<file path="src/rtl/seg7_scan_driver.sv">
// Time-multiplexed N-digit 7-segment driver.
// A shadow register takes loads at any time. The active register that feeds the
// display is refreshed only at frame start, so one frame never mixes two loads.
// Each digit slot opens with a few cycles of all-anodes-off to suppress ghosting.
module seg7_scan_driver #(
  parameter int NUM_DIGITS     = 4,
  parameter int SCAN_DIV       = 1000,
  parameter int BLANK_CYCLES   = 8,
  parameter bit SEG_ACTIVE_LOW = 1'b1,
  parameter bit AN_ACTIVE_LOW  = 1'b1
) (
  input  logic                    clk,
  input  logic                    rst_n,
  input  logic                    en_i,
  input  logic                    load_i,
  input  logic [4*NUM_DIGITS-1:0] bcd_i,
  input  logic [NUM_DIGITS-1:0]   dp_i,
  input  logic                    lzb_i,
  input  logic                    hex_mode_i,
  output logic [6:0]              seg_o,
  output logic                    dp_o,
  output logic [NUM_DIGITS-1:0]   an_o,
  output logic                    frame_o
);

  localparam int PW = $clog2(SCAN_DIV);
  localparam int IW = (NUM_DIGITS > 1) ? $clog2(NUM_DIGITS) : 1;

  localparam logic [PW-1:0] PRESC_LAST = PW'(SCAN_DIV - 1);
  localparam logic [PW-1:0] BLANK_LIM  = PW'(BLANK_CYCLES);
  localparam logic [IW-1:0] IDX_LAST   = IW'(NUM_DIGITS - 1);

  localparam logic [6:0]            SEG_OFF = {7{SEG_ACTIVE_LOW}};
  localparam logic                  DP_OFF  = SEG_ACTIVE_LOW;
  localparam logic [NUM_DIGITS-1:0] AN_OFF  = {NUM_DIGITS{AN_ACTIVE_LOW}};

  logic [PW-1:0]             presc;
  logic [IW-1:0]             idx;
  logic [4*NUM_DIGITS-1:0]   shadow_bcd;
  logic [NUM_DIGITS-1:0]     shadow_dp;
  logic [4*NUM_DIGITS-1:0]   active_bcd;
  logic [NUM_DIGITS-1:0]     active_dp;

  logic                      frame_start;
  logic [4*NUM_DIGITS-1:0]   view_bcd;
  logic [NUM_DIGITS-1:0]     view_dp;
  logic [3:0]                cur_nib;
  logic                      cur_dp;
  logic                      cur_blank;
  logic                      zero_run;
  logic [NUM_DIGITS-1:0]     an_lit;
  logic [6:0]                seg_lit;
  logic [6:0]                seg_next;
  logic                      dp_next;
  logic [NUM_DIGITS-1:0]     an_next;

  // Active-high glyph for one nibble; codes above 9 become a dash unless hex is on.
  function automatic logic [6:0] glyph(input logic [3:0] nib, input logic hex);
    logic [6:0] g;
    case (nib)
      4'h0:    g = 7'h3F;
      4'h1:    g = 7'h06;
      4'h2:    g = 7'h5B;
      4'h3:    g = 7'h4F;
      4'h4:    g = 7'h66;
      4'h5:    g = 7'h6D;
      4'h6:    g = 7'h7D;
      4'h7:    g = 7'h07;
      4'h8:    g = 7'h7F;
      4'h9:    g = 7'h6F;
      4'hA:    g = 7'h77;
      4'hB:    g = 7'h7C;
      4'hC:    g = 7'h39;
      4'hD:    g = 7'h5E;
      4'hE:    g = 7'h79;
      default: g = 7'h71;
    endcase
    if (nib > 4'h9 && !hex) begin
      g = 7'h40;
    end
    return g;
  endfunction

  // A frame starts whenever the scan sits at digit 0, count 0 while enabled;
  // disable forces that position, so the first enabled cycle is a frame start.
  assign frame_start = en_i && (presc == '0) && (idx == '0);

  // Slot prescaler and digit index; both held at zero while scanning is disabled.
  always_ff @(posedge clk or negedge rst_n) begin
    if (!rst_n) begin
      presc <= '0;
      idx   <= '0;
    end else if (!en_i) begin
      presc <= '0;
      idx   <= '0;
    end else if (presc == PRESC_LAST) begin
      presc <= '0;
      idx   <= (idx == IDX_LAST) ? '0 : idx + 1'b1;
    end else begin
      presc <= presc + 1'b1;
    end
  end

  // Shadow register: takes every load strobe, independent of the scan.
  always_ff @(posedge clk or negedge rst_n) begin
    if (!rst_n) begin
      shadow_bcd <= '0;
      shadow_dp  <= '0;
    end else if (load_i) begin
      shadow_bcd <= bcd_i;
      shadow_dp  <= dp_i;
    end
  end

  // Active register: refreshed from the pre-load shadow only at frame start.
  always_ff @(posedge clk or negedge rst_n) begin
    if (!rst_n) begin
      active_bcd <= '0;
      active_dp  <= '0;
    end else if (frame_start) begin
      active_bcd <= shadow_bcd;
      active_dp  <= shadow_dp;
    end
  end

  // Next display value for the current scan position, including leading-zero blanking.
  always_comb begin
    view_bcd  = frame_start ? shadow_bcd : active_bcd;
    view_dp   = frame_start ? shadow_dp  : active_dp;
    cur_nib   = 4'h0;
    cur_dp    = 1'b0;
    cur_blank = 1'b0;
    zero_run  = 1'b1;
    an_lit    = '0;
    for (int k = NUM_DIGITS - 1; k >= 0; k--) begin
      zero_run  = zero_run && (view_bcd[4*k +: 4] == 4'h0);
      an_lit[k] = (idx == IW'(k));
      if (idx == IW'(k)) begin
        cur_nib   = view_bcd[4*k +: 4];
        cur_dp    = view_dp[k];
        cur_blank = lzb_i && zero_run && (k != 0);
      end
    end
    seg_lit = cur_blank ? 7'h00 : glyph(cur_nib, hex_mode_i);
    if (!en_i || (presc < BLANK_LIM)) begin
      seg_next = SEG_OFF;
      dp_next  = DP_OFF;
      an_next  = AN_OFF;
    end else begin
      seg_next = seg_lit ^ SEG_OFF;
      dp_next  = cur_dp ^ DP_OFF;
      an_next  = an_lit ^ AN_OFF;
    end
  end

  // Registered pins; frame_o lines up with the first displayed cycle of a new frame.
  always_ff @(posedge clk or negedge rst_n) begin
    if (!rst_n) begin
      seg_o   <= SEG_OFF;
      dp_o    <= DP_OFF;
      an_o    <= AN_OFF;
      frame_o <= 1'b0;
    end else begin
      seg_o   <= seg_next;
      dp_o    <= dp_next;
      an_o    <= an_next;
      frame_o <= frame_start;
    end
  end

endmodule

</file>
<file path="config.mk">
export PLATFORM = sky130hd
export DESIGN_NAME = seg7_scan_driver
export DESIGN_NICKNAME = d
export VERILOG_FILES = /design/src/rtl/seg7_scan_driver.sv
export SDC_FILE = /design/constraint.sdc
export NUM_CORES = 1
export LEC_CHECK = 0
export BUFFER_PORTS_ARGS = -buffer_cell sky130_fd_sc_hd__buf_4
export CORE_ASPECT_RATIO = 0.6
export CORE_MARGIN = 3
export CORE_UTILIZATION = 62
export DETAILED_ROUTE_END_ITERATION = 12
export PLACE_DENSITY = 0.9
export SETUP_SLACK_MARGIN = 0.4
export SYNTH_ARGS = -nofsm -noshare
export SYNTH_HDL_FRONTEND = slang
export SYNTH_SLANG_ARGS = --single-unit
export TNS_END_PERCENT = 10
</file>
<file path="constraint.sdc">
create_clock -name clk -period 5.45 [get_ports clk]
set_input_delay 0.8175 -clock clk [delete_from_list [all_inputs] [get_ports clk]]
set_output_delay 0.8175 -clock clk [all_outputs]
set_load 0.01 [all_outputs]
</file>
==> flow_metrics.tcl, run 1 <==
set metrics [dict create \
    outcome "finished clean" \
    synth-edff-count 0 \
    worst_supply_voltage_drop_on_vdd_uv 231 \
    worstSetupStartpoint "idx[0]" \
    fp-row-count 19 \
    reg2reg_to "seg_o[2]" \
    htree_num_levels 3 \
    fin_skew_ps 7.58 \
    ys_async_sr_fraction_pct 100 \
    vias_in_the_first_global_route 2336 \
    flow.area_growth_from_synthesis_pct 16.4 \
    placement_stage_worst_setup_slack_ps 1550 \
    worst-path-stages 14 \
    min-delay-path-class "flop to flop" \
    final_cell_mix "sky130_fd_sc_hd__nand2_1 (67), sky130_fd_sc_hd__dfrtp_1 (53), sky130_fd_sc_hd__buf_4 (39)" \
    critPathSlowestCell "sky130_fd_sc_hd__ha_1" \
    vias 2446 \
    final.setup.worst_slack_ps 1440 \
    tns_ps 0 \
    dr.first_iter.drc_count 304 \
    clock_latency_at_the_later_pin_of_the_worst_skew_pair_ps 340 \
    synth_sequential_area_ratio_pct 50.3 \
    post_synth_inst_count 307 \
    rr_startpoint "idx[0]" \
    crit_path_cell_trace "inv_1 -> ha_1 -> and4b_1 -> nand3_2 -> clkinv_1 -> buf_4 -> o211ai_1 -> o211ai_1 -> inv_1 -> ha_1 -> or2_2 -> a211oi_4 -> a211oi_4 -> o211ai_1" \
    syn-mean-instance-area_um2 10.6 \
    cts_repair_resize_count 0 \
    post_route_cells_drive_above_1_share_pct 29.0 \
    final-hold-violation-count 0 \
    synth_warn 0 \
    fin_crit_sh_pct 73.5 \
    viasPerCell 5.95 \
    period_needed_ps 4010 \
    ff2ff_path_depth 14 \
    clk_transition_reported_paths_ps 70 \
    finish.net_count 381 \
    power_per_cell_area_nw_per_um2 336 \
    power.share.combinational_pct 18.2 \
    netlist_top_cells_area "sky130_fd_sc_hd__dfrtp_1 (41%), sky130_fd_sc_hd__dfstp_2 (9.7%), sky130_fd_sc_hd__mux2_2 (8.3%)" \
    num-fill-cells 293 \
    tritoncts.num_buffers 9 \
    power_frac_clock_pct 36.1 \
    mostFrequentLayoutCell "sky130_fd_sc_hd__nand2_1" \
    fp.dieW_um 99.7 \
    drc 0 \
    syn_nets 345 \
    initial_antenna_violation_count 0 \
    synthFlopType "sky130_fd_sc_hd__dfrtp_1" \
    relSlewSlack_pct 48.6 \
    synth_top_area_share_pct 40.6 \
    worst_slew_pin_slew_ps 770 \
    path_max_fanout 22 \
    place_inst 395 \
    initial_utilization_pct 67.6 \
    synth.cell_area_um2 3260 \
    clock-sinks 65 \
    clock_path_buffers 2 \
    setup-violations-final 0 \
    synth.ff_latch_count 65 \
    diodes 0 \
    die_area_um2 6200 \
    grt_setup_unrepaired "no" \
    power.switching_fraction_pct 27.9 \
    grt_overflow 0 \
    crit_required_ps 5710 \
    max_cap_viol_count 0 \
    total_leakage_power_nw 1.69 \
    wl_um 7020 \
    worstSetupEndpointType "flop" \
    sequentialPowerShare_pct 45.6 \
    cellInternalPower_uw 920 \
    cts_post_setup_buffers_inserted 0 \
    r2r_slack_ps 1440 \
    crit_family "simple AND/OR/NAND/NOR gates" \
    drt.antenna.violating_nets 0 \
    coreArea_um2 4830 \
    tritoncts "done" \
    weighted_congestion_at_the_end_of_routability_driven_global_placement 0.946 \
    drt-pass1-iter-count 5 \
    yosys.cell_types.count 54 \
    grt_max_degree 66 \
    crit_buf_inv 4 \
    crit_type "flop to flop" \
    clock.fmax_mhz 250 \
    clock_root_buffer_master "sky130_fd_sc_hd__clkbuf_8" \
    port_buffers 38 \
    post-dp-hpwl_um 5100 \
    grt_usage_pct 23.7 \
    wl_per_cell_um 17.1 \
    finish.cell_count_without_fillers 411 \
    post-synth-top-area-cell "sky130_fd_sc_hd__dfrtp_1" \
    grt_first_pass_wirelength_um 11400 \
    arrival_ps 4270 \
    number_of_hold_buffers_added_after_cts 0 \
    pin_count 39 \
    crit_path_start_kind "flop" \
    worst_path_largest_cell_delay_ps 430 \
    net-switching-power_uw 356 \
    die_h_um 62.2 \
    cpMostUsedCell "sky130_fd_sc_hd__o211ai_1" \
    destination_of_the_critical_timing_path "seg_o[2]" \
    drv_slew 0 \
]
[layer usage]
metal / GRT usage, % / share of wire [%] / vias to the layer above
met5: 0 / 0 / -
met1: 34.0 / 45 / 1164
li1: - / - / 1138
met3: 8.05 / 11 / 15
met4: 7.67 / 1.6 / 0
met2: 33.6 / 42 / 129
[cell families after synthesis]
| family | synth area share (%) |
|---|---|
| flip-flops | 50.3 |
| adder cells (fa/ha/maj) | 4.60 |
| AO/OA/AOI/OAI | 10.2 |
| AND/OR/NAND/NOR | 18.9 |
| XOR/XNOR | 2.42 |
| multiplexers | 10.2 |
| buffers and inverters | 3.45 |
[final cells by class]
class,instances,area (µm²),area share [%]
multi-input combinational,216,1510,39.7
clock inverter,4,75.1,1.98
timing repair buffer,39,293,7.71
inverter,12,45.0,1.19
clock buffer,12,155,4.09
tap,63,78.8,2.08
sequential,65,1640,43.2
[synthesized netlist by cell type (all sizes together) (4+ instances only)]
cell type  instances
nand2             67
dfrtp             53
mux2              25
nor2              19
dfstp             12
ha                12
inv               11
clkbuf             9
nand3              8
a211oi             7
o211ai             7
or3                7
nor4               6
xnor2              6
buf                5
mux2i              5
a211o              4
a31oi              4
and2               4
[flip-flops by register name (all words and copies together), names as in the netlist]
register / cells
active_bcd: 16
active_dp: 4
an_o: 4
dp_o: 1
frame_o: 1
idx: 2
presc: 10
seg_o: 7
shadow_bcd: 16
shadow_dp: 4
[worst min path at each step]
stage	startpoint	to	slack, ps	cells past startpoint
floorplan	active_dp[0]	active_dp[0]	440	2
finish	presc[0]	presc[0]	490	1
detailed placement	presc[0]	presc[0]	480	1
global placement	presc[0]	presc[0]	480	1
global route	presc[0]	presc[0]	510	1
CTS	presc[0]	presc[0]	490	1
[worst register-to-register path, delay by kind of cell (launching register included)]
family	cells	cell delay, ps
buffers and inverters	4	720
flip-flops	1	420
AND/OR/NAND/NOR	3	1150
AO/OA/AOI/OAI	5	900
adder cells (fa/ha/maj)	2	730
[through the flow]
step,hold WS (ps),area [µm²],utilization [%],power [mW]
floorplan,441,3260,-,0.744
global placement,477,3570,73.9,0.804
detailed placement,482,3570,73.9,0.817
CTS,494,3800,78.7,1.28
global route,515,3800,78.7,1.34
finish,490,3800,78.7,1.28
[power groups by stage]
stage	sequential [mW]	combinational [mW]	clock, mW
after floorplan	0.572	0.172	0
after global placement	0.585	0.218	0
after detailed placement	0.588	0.229	0
after CTS	0.580	0.231	0.468
after global routing	0.586	0.259	0.493
final	0.583	0.232	0.461
Power figures use the tool's default switching activity.
==> run 2, diff against run 1 <==
--- a/config.mk
+++ b/config.mk
@@ -8,9 +8,9 @@
 export BUFFER_PORTS_ARGS = -buffer_cell sky130_fd_sc_hd__buf_4
 export CORE_ASPECT_RATIO = 0.6
 export CORE_MARGIN = 3
-export CORE_UTILIZATION = 62
+export CORE_UTILIZATION = 58
 export DETAILED_ROUTE_END_ITERATION = 12
-export PLACE_DENSITY = 0.9
+export PLACE_DENSITY = 0.85
 export SETUP_SLACK_MARGIN = 0.4
 export SYNTH_ARGS = -nofsm -noshare
 export SYNTH_HDL_FRONTEND = slang
==> constraint.sdc (replaced) <==
create_clock -name clk -period 3.9 [get_ports clk]
set_input_delay 0.585 -clock clk [delete_from_list [all_inputs] [get_ports clk]]
set_output_delay 0.585 -clock clk [all_outputs]
set_load 0.01 [all_outputs]
==> flow_metrics.tcl, run 2 (same netlist as run 1, synthesis figures left out) <==
set metrics [dict create \
    tns_ps 0 \
    clock_latency_at_the_later_pin_of_the_worst_skew_pair_ps 340 \
    final-hold-violation-count 0 \
    grt_overflow 0 \
    clk_transition_reported_paths_ps 70 \
    drc 0 \
    path_max_fanout 13 \
    dpl_cell_area_um2 3590 \
    finish.net_count 385 \
    initial_antenna_violation_count 0 \
    drv_slew 0 \
    crit_path_start_kind "flop" \
    worst_supply_voltage_drop_on_vdd_uv 251 \
    die_area_um2 6590 \
    tritoncts "done" \
    min-delay-path-class "input pin to async pin" \
    clock-sinks 65 \
    worstSetupEndpointType "flop" \
    outcome "finished clean" \
    tritoncts.num_buffers 9 \
    totalPowerFinal_mw 1.72 \
    die_h_um 64.1 \
    relSlewSlack_pct 47.4 \
    power_per_cell_area_nw_per_um2 450 \
    worst_path_largest_cell_delay_ps 430 \
    setup-violations-final 0 \
    coreArea_um2 5260 \
    period_needed_ps 3270 \
    htree_num_levels 3 \
    initial_utilization_pct 62.1 \
    post_route_cells_drive_above_1_share_pct 31.0 \
    fin_crit_sh_pct 83.8 \
    clock_path_buffers 2 \
    pin_count 39 \
    fp-row-count 20 \
    clock_root_buffer_master "sky130_fd_sc_hd__clkbuf_8" \
    wl_per_cell_um 16.4 \
    port_buffers 38 \
    grt_setup_unrepaired "no" \
    crit_path_cell_trace "inv_1 -> ha_2 -> and4b_2 -> nand3_2 -> clkinvlp_4 -> mux2i_1 -> o211ai_1 -> buf_4 -> inv_1 -> ha_2 -> or2_2 -> a211oi_4 -> a211oi_4 -> o21ai_1" \
    post-dp-hpwl_um 4940 \
    worst_slew_pin_slew_ps 790 \
    clock.fmax_mhz 306 \
    grt_first_pass_wirelength_um 11500 \
    flow.area_growth_from_synthesis_pct 16.9 \
    crit_type "flop to flop" \
    num-fill-cells 377 \
    final_cell_mix "sky130_fd_sc_hd__nand2_1 (67), sky130_fd_sc_hd__dfrtp_1 (53), sky130_fd_sc_hd__buf_4 (43)" \
    wl_um 6840 \
    place_inst 400 \
    number_of_hold_buffers_added_after_cts 0 \
    arrival_ps 3520 \
    drt-pass1-iter-count 5 \
    drt.antenna.violating_nets 0 \
    mostFrequentLayoutCell "sky130_fd_sc_hd__nand2_1" \
    crit_required_ps 4160 \
    grt_usage_pct 23.1 \
    vias_in_the_first_global_route 2294 \
    vias 2395 \
    grt_max_degree 66 \
    largestRegisters "active_bcd x16, shadow_bcd x16, presc x10" \
    finish.cell_count_without_fillers 418 \
    dr.first_iter.drc_count 184 \
    diodes 0 \
    max_cap_viol_count 0 \
    fp.dieW_um 103 \
    critPathSlowestCell "sky130_fd_sc_hd__dfrtp_1" \
    total_leakage_power_nw 1.70 \
    fin_skew_ps 8.80 \
    viasPerCell 5.73 \
    layout.cell_area.non_filler_um2 3820 \
    weighted_congestion_at_the_end_of_routability_driven_global_placement 0.883 \
    worst_hold_slack_ps 320 \
]
run 2: cell types whose count changed in the layout (fill, tap and decap cells not counted), sizes merged:
cell | previous run | this run
bufinv | 2 | 1
clkbuf | 12 | 13
clkinvlp | 2 | 1
clkinv | 1 | 2
buf | 39 | 43
run 2: worst max-delay path, delay by kind of cell, from the launching register on:
kind            cells  cell delay [ps]
mux                 1               90
fa+ha+maj           2              530
buf+inv             4              550
compound gates      4              690
simple gates        3              890
flops               1              430
run 2: through the flow:
| stage | setup slack [ps] | utilization (%) |
|---|---|---|
| global placement | 606 | 68.2 |
| CTS | 479 | 72.1 |
| detailed placement | 386 | 68.2 |
| finish | 633 | 72.6 |
| global route | 404 | 72.6 |
| floorplan | 915 | - |
run 2: power breakdown:
part | switching (mW) | total (mW) | internal (mW)
clock network | 0.248 | 0.577 | 0.329
logic | 0.183 | 0.331 | 0.148
registers | 0.0567 | 0.809 | 0.752
run 2: repair_timing:
item | CTS | global route
setup buffers | 0 | 2
gates resized for setup | 1 | 4
endpoints found under the setup margin | 4 | 6
run 2: layout make-up:
type | instances | area (µm²) | share of cell area (%)
Multi-Input combinational cell | 216 | 1520 | 39.9
Timing Repair Buffer | 43 | 323 | 8.46
Inverter | 12 | 48.8 | 1.28
Sequential cell | 65 | 1640 | 43.0
Clock inverter | 3 | 40.0 | 1.05
Tap cell | 66 | 82.6 | 2.16
Clock buffer | 13 | 159 | 4.16
run 2: worst paths after layout:
check	from	depth (start not counted)	slack, ps	endpoint
worst max register to register	idx[0]	14	630	seg_o[3]
worst min register to register	active_dp[0]	2	490	active_dp[0]
worst min-delay path	rst_n	1	320	presc[9]
min in group clk	bcd_i[13]	2	470	shadow_bcd[13]
max in group asynchronous	rst_n	1	3050	active_bcd[4]
worst max-delay path	idx[0]	14	630	seg_o[3]
run 2: metal layers:
metal / vias to the layer above / share of wire (%) / global-route usage [%]
li1: 1144 / - / -
met3: 6 / 9.4 / 7.96
met4: 0 / 0.69 / 7.43
met1: 1142 / 48 / 34.8
met5: - / 0 / 0
met2: 103 / 42 / 30.9
==> run 3, diff against run 2 <==
==> constraint.sdc (replaced) <==
create_clock -name clk -period 3.29 [get_ports clk]
set_input_delay 0.4935 -clock clk [delete_from_list [all_inputs] [get_ports clk]]
set_output_delay 0.4935 -clock clk [all_outputs]
set_load 0.01 [all_outputs]
==> flow_metrics.tcl, run 3 (same netlist as run 1, synthesis figures left out) <==
set metrics [dict create \
    setup-violations-final 0 \
    vias 2461 \
    clock_latency_at_the_later_pin_of_the_worst_skew_pair_ps 360 \
    coreArea_um2 5260 \
    clock.fmax_mhz 359 \
    finish.utilization_pct 74.6 \
    tns_ps 0 \
    grt_setup_unrepaired "yes" \
    die_h_um 64.1 \
    crit_path_start_kind "flop" \
    wl_met2_um 3250 \
    pin_count 39 \
    outcome "finished clean" \
    fin_crit_sh_pct 84.6 \
    final_cell_mix "sky130_fd_sc_hd__nand2_1 (67), sky130_fd_sc_hd__dfrtp_1 (53), sky130_fd_sc_hd__buf_4 (52)" \
    worst_supply_voltage_drop_on_vdd_uv 355 \
    fin_skew_ps 7.60 \
    drt.antenna.violating_nets 0 \
    relSlewSlack_pct 46.5 \
    wl_per_cell_um 17.5 \
    m1WireLength_um 3550 \
    crit_type "flop to flop" \
    fp-row-count 20 \
    tritoncts "done" \
    diodes 0 \
    num-fill-cells 372 \
    mostFrequentLayoutCell "sky130_fd_sc_hd__nand2_1" \
    finish.net_count 394 \
    grt_usage_pct 24.4 \
    post_route_cells_drive_above_1_share_pct 33.8 \
    min-delay-path-class "input pin to async pin" \
    totalPowerFinal_mw 2.13 \
    final.setup.worst_slack_ps 507 \
    tritoncts.num_buffers 9 \
    grt_first_pass_wirelength_um 12000 \
    grt_max_degree 66 \
    port_buffers 38 \
    arrival_ps 3050 \
    drv_slew 0 \
    clock-sinks 65 \
    clock_root_buffer_master "sky130_fd_sc_hd__clkbuf_8" \
    total_leakage_power_nw 1.75 \
    die_area_um2 6590 \
    placement_stage_worst_setup_slack_ps 348 \
    drt-pass1-iter-count 5 \
    wl_um 7470 \
    final-hold-violation-count 0 \
    flow.area_growth_from_synthesis_pct 20.1 \
    seqCellArea_um2 1640 \
    initial_antenna_violation_count 0 \
    crit_required_ps 3560 \
    fp.dieW_um 103 \
    initial_utilization_pct 62.1 \
    htree_num_levels 3 \
    drc 0 \
    grt_overflow 0 \
    period_needed_ps 2780 \
    path_max_fanout 6 \
    clock_path_buffers 2 \
    multi_input_area_um2 1540 \
    met3RoutedLength_um 588 \
    worstSetupEndpointType "flop" \
    power_per_cell_area_nw_per_um2 544 \
    post-dp-hpwl_um 5090 \
    worst_hold_slack_ps 219 \
    dr.first_iter.drc_count 142 \
    viasPerCell 5.76 \
    clk_transition_reported_paths_ps 70 \
    largestRegisters "active_bcd x16, shadow_bcd x16, presc x10" \
    weighted_congestion_at_the_end_of_routability_driven_global_placement 0.878 \
    top_layer_used "met4" \
    vias_in_the_first_global_route 2445 \
    max_cap_viol_count 0 \
    worst_slew_pin_slew_ps 802 \
]
==> run 3: changes by cell type in the layout (fill, tap and decap cells not counted), sizes merged <==
cell	before	now
clkinv	2	4
clkbuf	13	9
buf	43	52
clkinvlp	1	2
bufinv	1	2
==> run 3: through the flow <==
stage	cells	area, µm²
floorplan	307	3260
global placement	405	3620
detailed placement	405	3620
CTS	423	3860
global route	427	3920
finish	427	3920
==> run 3: path summary, 6_finish.rpt <==
| check | start | end | slack, ps | cells past startpoint |
|---|---|---|---|---|
| max | idx[1] | seg_o[2] | 510 | 12 |
| max in group asynchronous | rst_n | shadow_bcd[6] | 2550 | 1 |
| min in group clk | bcd_i[4] | shadow_bcd[4] | 370 | 2 |
| min | rst_n | presc[9] | 220 | 1 |
| min reg2reg | active_dp[0] | active_dp[0] | 480 | 2 |
| max reg2reg | idx[1] | seg_o[2] | 510 | 12 |
==> run 3: per-layer routing <==
layer | global-route usage (%) | vias up
met5 | 0 | -
met4 | 6.95 | 0
met3 | 8.18 | 9
met2 | 34.7 | 93
met1 | 35.7 | 1200
li1 | - | 1159
==> run 3: critical path, stage by stage (launching register included) <==
cell	delay [ps]
sky130_fd_sc_hd__dfrtp_1	420
sky130_fd_sc_hd__buf_4	150
sky130_fd_sc_hd__ha_1	200
sky130_fd_sc_hd__nor2b_1	400
sky130_fd_sc_hd__nand2_1	100
sky130_fd_sc_hd__mux2i_1	140
sky130_fd_sc_hd__o211ai_1	140
sky130_fd_sc_hd__buf_4	180
sky130_fd_sc_hd__ha_1	230
sky130_fd_sc_hd__or2_4	240
sky130_fd_sc_hd__a211oi_4	250
sky130_fd_sc_hd__a211oi_4	80
sky130_fd_sc_hd__o211ai_1	150
==> run 3: area by class of cell <==
cell class                 count  area share [%]
multi-input combinational    216            39.2
sequential                    65            41.9
clock buffer                   9            3.16
inverter                      12            1.24
timing repair buffer          52            9.96
clock inverter                 7            2.43
tap                           66            2.11
==> run 3: where the power goes <==
part,leakage (nW),total [mW],switching (mW),internal (mW)
clock,0.109,0.758,0.332,0.426
combinational,0.861,0.414,0.222,0.192
sequential,0.783,0.961,0.0700,0.891
total,1.75,2.13,0.624,1.51
==> run 3: what timing repair did <==
action,4_1_cts,5_1_grt
endpoints found under the setup margin,6,6
pin swaps,0,6
hold buffers,0,0
hold endpoints to repair,0,0
resized for setup,2,7
buffers inserted,2,4
